**config.mk**
```make
export PLATFORM = sky130hd
export DESIGN_NAME = mem_read_sweeper
export DESIGN_NICKNAME = d
export VERILOG_FILES = /design/src/rtl/mem_read_sweeper.sv
export SDC_FILE = /design/constraint.sdc
export NUM_CORES = 1
export LEC_CHECK = 0
export ABC_AREA = 1
export BUFFER_PORTS_ARGS = -buffer_cell sky130_fd_sc_hd__buf_2
export CAP_MARGIN = 40
export CORE_UTILIZATION = 40
export DETAILED_ROUTE_END_ITERATION = 12
export PLACE_DENSITY = 0.59
export SYNTH_ARGS = -nofsm -noshare
export SYNTH_HDL_FRONTEND = slang
export SYNTH_SLANG_ARGS = --single-unit
```
**constraint.sdc**
```tcl
create_clock -name clk -period 1.8 [get_ports clk]
set_clock_uncertainty 0.1 [all_clocks]
set_input_delay 0.27 -clock clk [delete_from_list [all_inputs] [get_ports clk]]
set_output_delay 0.27 -clock clk [all_outputs]
set_load 0.02 [all_outputs]
```
**src/rtl/mem_read_sweeper.sv**
```systemverilog
// Sweeps a synchronous-read memory once per start edge, holding each address
// HOLD_CYCLES clocks and strobing every captured word out in address order.
module mem_read_sweeper #(
  parameter int DEPTH       = 32,
  parameter int ADDR_W      = 5,
  parameter int DATA_W      = 8,
  parameter int HOLD_CYCLES = 2
) (
  input  logic              clk,
  input  logic              reset,
  input  logic              start,
  input  logic [DATA_W-1:0] rd_data,
  output logic [ADDR_W-1:0] rd_addr,
  output logic [DATA_W-1:0] data_out,
  output logic              data_valid,
  output logic              busy,
  output logic              read_done
);

  localparam logic [15:0]       HC_LAST   = 16'(HOLD_CYCLES - 1);
  localparam logic [ADDR_W-1:0] ADDR_LAST = ADDR_W'(DEPTH - 1);
  localparam logic [ADDR_W-1:0] ADDR_ONE  = ADDR_W'(1);

  typedef enum logic [1:0] {
    S_IDLE = 2'd0,
    S_READ = 2'd1,
    S_DONE = 2'd2
  } state_t;

  state_t              state_q, state_d;
  logic                start_q;
  logic [ADDR_W-1:0]   rd_addr_q, rd_addr_d;
  logic [15:0]         hc_q, hc_d;
  logic [DATA_W-1:0]   data_q, data_d;
  logic                valid_q, valid_d;
  logic                busy_q, busy_d;
  logic                done_q, done_d;

  logic trigger;
  logic hold_end;
  logic last_addr;

  assign trigger   = start & ~start_q;
  assign hold_end  = (hc_q == HC_LAST);
  assign last_addr = (rd_addr_q == ADDR_LAST);

  // State and datapath registers; reset also clears the edge detector so a
  // start held through reset fires on the first post-reset edge.
  always_ff @(posedge clk) begin
    if (reset) begin
      state_q   <= S_IDLE;
      start_q   <= 1'b0;
      rd_addr_q <= '0;
      hc_q      <= '0;
      data_q    <= '0;
      valid_q   <= 1'b0;
      busy_q    <= 1'b0;
      done_q    <= 1'b0;
    end else begin
      state_q   <= state_d;
      start_q   <= start;
      rd_addr_q <= rd_addr_d;
      hc_q      <= hc_d;
      data_q    <= data_d;
      valid_q   <= valid_d;
      busy_q    <= busy_d;
      done_q    <= done_d;
    end
  end

  always_comb begin
    state_d = state_q;
    case (state_q)
      S_IDLE: if (trigger) state_d = S_READ;
      S_READ: if (hold_end && last_addr) state_d = S_DONE;
      S_DONE: state_d = S_IDLE;
      default: state_d = S_IDLE;
    endcase
  end

  always_comb begin
    rd_addr_d = rd_addr_q;
    hc_d      = hc_q;
    data_d    = data_q;
    valid_d   = 1'b0;
    busy_d    = busy_q;
    done_d    = 1'b0;
    case (state_q)
      S_IDLE: begin
        if (trigger) begin
          rd_addr_d = '0;
          hc_d      = '0;
          busy_d    = 1'b1;
        end
      end
      S_READ: begin
        if (hold_end) begin
          // Address has been stable for HOLD_CYCLES clocks, so rd_data is settled.
          hc_d    = '0;
          data_d  = rd_data;
          valid_d = 1'b1;
          if (last_addr) begin
            rd_addr_d = '0;
            busy_d    = 1'b0;
            done_d    = 1'b1;
          end else begin
            rd_addr_d = rd_addr_q + ADDR_ONE;
          end
        end else begin
          hc_d = hc_q + 16'd1;
        end
      end
      default: ;
    endcase
  end

  assign rd_addr    = rd_addr_q;
  assign data_out   = data_q;
  assign data_valid = valid_q;
  assign busy       = busy_q;
  assign read_done  = done_q;

endmodule
```
==> results of run 1 <==
==> routing by layer <==
layer / vias to the layer above / share of wire [%] / GRT usage [%]
li1: 836 / - / -
met1: 700 / 51 / 23.9
met2: 28 / 44 / 30.3
met3: 8 / 3.2 / 4.44
met4: 0 / 1.7 / 7.81
met5: - / 0 / 0
==> registers in the layout, summed over array words and instances (netlist names) <==
register / flops
busy: 1
data_out: 8
rd_addr: 5
hc_q: 16
state_q: 2
data_valid: 1
start_q: 1
read_done: 1
==> path summary, 6_finish.rpt <==
kind | to | startpoint | slack [ns]
worst min register to register | busy | busy | 0.39
worst max register to register | rd_addr[3] | rd_addr[0] | 0.18
worst min-delay path | start_q | start | 0.1
worst max-delay path | rd_addr[3] | rd_addr[0] | 0.18
==> area by class of cell <==
cell class	count	area [sq um]
fill	429	2070
clock buffer	5	68.8
tap	50	62.6
inverter	27	104
multi-input combinational	179	953
sequential	35	701
timing repair buffer	27	138
clock inverter	3	43.8
==> per-stage QoR <==
| step | util [%] | total power [mW] | cells | setup slack [ns] |
|---|---|---|---|---|
| 6_report | 50.0 | 1.82 | 326 | 0.184 |
| 3_5_place_dp | 47.3 | 1.13 | 318 | 0.214 |
| 3_3_place_gp | 47.3 | 1.13 | 318 | 0.245 |
| 2_1_floorplan | - | 1.06 | 244 | 0.230 |
| 5_1_grt | 50.0 | 1.93 | 326 | 0.0616 |
| 4_1_cts | 50.0 | 1.85 | 326 | 0.193 |
==> critical path: stages, from the launching register on <==
cell	delay (ns)
dfxtp_1	0.35
ha_1	0.23
nand2_1	0.09
nor2_1	0.05
ha_1	0.18
inv_1	0.11
nand3_1	0.15
nor2_1	0.15
nor2_1	0.06
nor2_1	0.09
==> power groups by stage <==
stage / logic, mW / clock network (mW) / registers [mW]
after floorplan: 0.171 / 0 / 0.885
after global placement: 0.280 / 0 / 0.855
after detailed placement: 0.278 / 0 / 0.855
after CTS: 0.280 / 0.731 / 0.838
after global routing: 0.313 / 0.770 / 0.843
final: 0.276 / 0.706 / 0.838
==> cells in the final DEF, fill, tap and decap left out, types with 2 or more instances in the layout <==
cell,synthesis,routed
o21ai_1,2,2
nand2_4,3,3
nor2_4,5,5
a21oi_1,8,8
buf_2,0,26
nor2_1,58,58
nand2_1,41,41
nand3_2,2,2
o21ai_0,11,11
inv_1,21,21
nand4_1,4,4
xor2_1,5,5
inv_2,4,4
o21bai_1,3,3
nand2_2,6,6
nor2_2,3,3
clkbuf_8,0,5
dfxtp_1,35,35
nand3_1,14,14
ha_1,4,4
==> synthesized netlist by cell type (all sizes together) (2+ instances only) <==
cell and count:
nor2 67, nand2 50, dfxtp 35, inv 26, nand3 17, o21ai 13, a21oi 8, xor2 5
ha 4, nand4 4, o21bai 3, clkbuf 2, nand3b 2
==> kinds of logic after synthesis <==
family                     share of synthesized area [%]
AOI/OAI and AO/OA                                   8.45
xor gates and xnor gates                            2.96
adders and majority gates                           2.82
buffers and inverters                               6.90
DFF                                                 39.4
and+or+nand+nor                                     39.4
==> impl_metrics.tcl, run 1 <==
set metrics [dict create \
    status "finished, final reports clean" \
    p_sw_share_pct 27.7 \
    cts.path.max_buffers 2 \
    p_leak_nw 0.917 \
    timing.final.crit_share_pct 89.8 \
    cp.required_ns 1.93 \
    clk-insertion-delay-late_ns 0.29 \
    start_kind "register" \
    clockPowerShare_pct 38.8 \
    async_flop_share_pct 0 \
    design_area_sq_mm 0.00207 \
    ant_nets 0 \
    first_iter_violations 78 \
    postSynthCellCount 244 \
    p_switching_uw 505 \
    grt_pass1_wl_microns 6470 \
    grt-ovfl-total 0 \
    crit_arrival_ns 1.75 \
    die_w_microns 68.6 \
    ios 27 \
    setup_viol 0 \
    wire_per_inst_microns 11.3 \
    antenna_found_initial 0 \
    gp_congestion 0.782 \
    slew_viol_final 0 \
    rsz0062_at_grt "no" \
    syn_area_sq_mm 0.00178 \
    cts_resized 0 \
    crit_path_max_fanout 5 \
    tns_ns 0 \
    die_h_microns 68.6 \
    place_hpwl_microns 2720 \
    period_needed_ns 1.62 \
    combPwrFrac_pct 15.2 \
    num_vias 1572 \
    route.detailed.drc 0 \
    rows 23 \
    worst_pin_slew_ns 0.401 \
    cts_tree "done" \
    fmax_mhz 619 \
    path_class "reg -> reg" \
    grt_start_max_net_pins 16 \
    yosys.area.top_type "dfxtp_1" \
    nets 290 \
    ir_worst_vdd_uv 498 \
    cts_sinks 35 \
    synth_edf_count 0 \
    placed_area_sq_mm 0.00196 \
    synth_top_area_share_pct 39.4 \
    maxSlewHeadroom_pct 73.2 \
    cts_made_buffers 5 \
    track_usage_pct 18.8 \
    avgViaCountPerCell 4.82 \
    hold_buffers 0 \
    initial_core_util_pct 42.9 \
    cap_viol_max_count 0 \
    hold_viol_final 0 \
    synth.distinct_cells 32 \
    antenna_cells 0 \
    drtPass1Iterations 5 \
    yosysWarnings 0 \
    area_delta_synth_final_pct 16.5 \
    place.port_buffers 26 \
    first_global_vias 1462 \
    synthFlopType "dfxtp_1" \
    ys_seq_area_share_pct 39.4 \
    worstHoldPathCells 3 \
    cts.clk_slew.worst_paths_ns 0.07 \
    p_seq_share_pct 46.0 \
    dieArea_sq_mm 0.00471 \
    drive_gt1_share_pct 22.8 \
    ys_seq_elements 35 \
    coreArea_sq_mm 0.00414 \
    htreeDepth 2 \
    drt_wl_total_microns 3680 \
    powerDensity_mw_per_mm2 879 \
    synth.net_count 259 \
    syn_avg_cell_area_sq_um 7.28 \
    cts-root-buf "clkbuf_8" \
    reg2regPathDepth 9 \
    synth_area_leaders "dfxtp_1 39%, nor2_1 12%, nand2_1 8.7%" \
    internal_power_mw 1.32 \
    hold_ws_ns 0.0970 \
    setup.worst_path.end_class "register" \
    post-cts-setup-buffers 0 \
    hp-class "in -> reg" \
]
No activity file was read; power rests on OpenSTA's default activity.
==> run 2: changes to the inputs <==
PLACE_DENSITY = default   (was 0.59)
==> impl_metrics.tcl, run 2 (synthesized netlist as in run 1, its figures left out) <==
set metrics [dict create \
    largest_reg_flops 16 \
    regMostFlops "hc_q" \
    post-cts-setup-buffers 0 \
    worst_pin_slew_ns 0.396 \
    ios 27 \
    first_global_vias 1347 \
    worst_path_most_repeated_cell "nor2_1" \
    hold_buffers 0 \
    maxSlewHeadroom_pct 73.6 \
    rows 23 \
    grt_util_met3_pct 5.92 \
    grt_pass1_wl_microns 6250 \
    path_class "reg -> reg" \
    cts.clk_slew.worst_paths_ns 0.07 \
    clk-insertion-delay-late_ns 0.28 \
    drive_gt1_share_pct 21.6 \
    hp-class "in -> reg" \
    die_h_microns 68.6 \
    drtPass1Iterations 7 \
    antenna_found_initial 0 \
    wire_per_inst_microns 11.3 \
    place_hpwl_microns 2680 \
    die_w_microns 68.6 \
    powerDensity_mw_per_mm2 805 \
    cp.required_ns 1.88 \
    start_kind "register" \
    status "finished, final reports clean" \
    layout_commonest_cell "nor2_1" \
    track_usage_pct 18.6 \
    period_needed_ns 1.56 \
    slowest_stage "dfxtp_1" \
    p_leak_nw 0.891 \
    grtUsageMet2_pct 28.9 \
    timing.final.crit_share_pct 86.5 \
    gp_congestion 0.818 \
    cts_resized 0 \
    critPathTopFamily "simple AND/OR/NAND/NOR gates" \
    dieArea_sq_mm 0.00471 \
    slew_viol_final 0 \
    final-instance-count-excl-fill 323 \
    cpPeakStageDelay_ns 0.39 \
    grt_start_max_net_pins 16 \
    path_buf_inv 1 \
    avgViaCountPerCell 4.76 \
    placed_cells 317 \
    place.port_buffers 26 \
    cts_tree "done" \
    grt-ovfl-total 0 \
    setup.worst_path.end_class "register" \
    initial_core_util_pct 42.9 \
    nets 289 \
    ir_worst_vdd_uv 489 \
    crit_arrival_ns 1.64 \
    setup_ws_ns 0.242 \
    finish.utilization_pct 48.8 \
    antenna_cells 0 \
    ant_nets 0 \
    fmax_mhz 642 \
    num_vias 1539 \
    layout_common_cells "58 x nor2_1, 41 x nand2_1, 35 x dfxtp_1, 26 x buf_2, 21 x inv_1" \
    route.detailed.drc 0 \
    tns_ns 0 \
    drt_wl_total_microns 3650 \
    setup_viol 0 \
    coreArea_sq_mm 0.00414 \
    cap_viol_max_count 0 \
    first_iter_violations 67 \
    cts_made_buffers 5 \
    pre_cts_ws_ns 0.229 \
    met1_usage_pct 23.6 \
    rsz0062_at_grt "no" \
    top_usage_layer "met2" \
    cts_sinks 35 \
    htreeDepth 2 \
    hold_viol_final 0 \
    crit_path_max_fanout 5 \
    area_delta_synth_final_pct 13.9 \
    cts-root-buf "clkbuf_8" \
    worstPathCellList "ha_1 > nand2_1 > nor2_1 > ha_1 > inv_1 > nand3_1 > nor2_1 > nor2_1 > nor2_1" \
    cts.path.max_buffers 2 \
]
[run 2: cell types whose count changed in the layout (fill, tap and decap cells not counted), sizes merged]
cell,delta
clkinv,-2
bufinv,-1
buf,-1
clkbuf,+1
[run 2: where the power goes]
| part | switching, mW | leakage [nW] | internal [mW] |
|---|---|---|---|
| Sequential | 0.0273 | 0.284 | 0.811 |
| Combinational | 0.183 | 0.570 | 0.0891 |
| Clock | 0.262 | 0.0371 | 0.258 |
[run 2: path summary, 6_finish.rpt]
path | from | to | slack (ns) | cells past startpoint
setup / recovery | rd_addr[0] | rd_addr[3] | 0.24 | 9
hold / removal | start | start_q | 0.1 | 3
setup reg to reg | rd_addr[0] | rd_addr[3] | 0.24 | 9
hold reg to reg | busy | busy | 0.37 | 2
[run 2: per-layer routing]
metal  routed length (microns)  share of wire (%)  vias up
li1                          -                  -      833
met1                      1780                 49      676
met2                      1650                 45       24
met3                       149                4.1        6
met4                        67                1.8        0
met5                         0                  0        -
[run 2: final cells by class]
class	count	area [sq um]
clock buffers	6	72.6
inverters	27	104
multi-input cells	179	953
flip-flops and latches	35	701
well taps	50	62.6
repair buffers	26	130
fillers	432	2120
[run 2: stage by stage]
| stage | instance area, sq um | power (mW) | hold slack, ns |
|---|---|---|---|
| global route | 2020 | 1.72 | 0.0962 |
| CTS | 2020 | 1.66 | 0.0894 |
| detailed placement | 1950 | 1.13 | 0.362 |
| finish | 2020 | 1.63 | 0.0952 |
| floorplan | 1780 | 1.06 | 0.277 |
| global placement | 1950 | 1.13 | 0.363 |
[run 2: worst min-delay path: stages]
cell    delay, ns
buf_2        0.08
inv_1        0.03
nor2_1       0.06
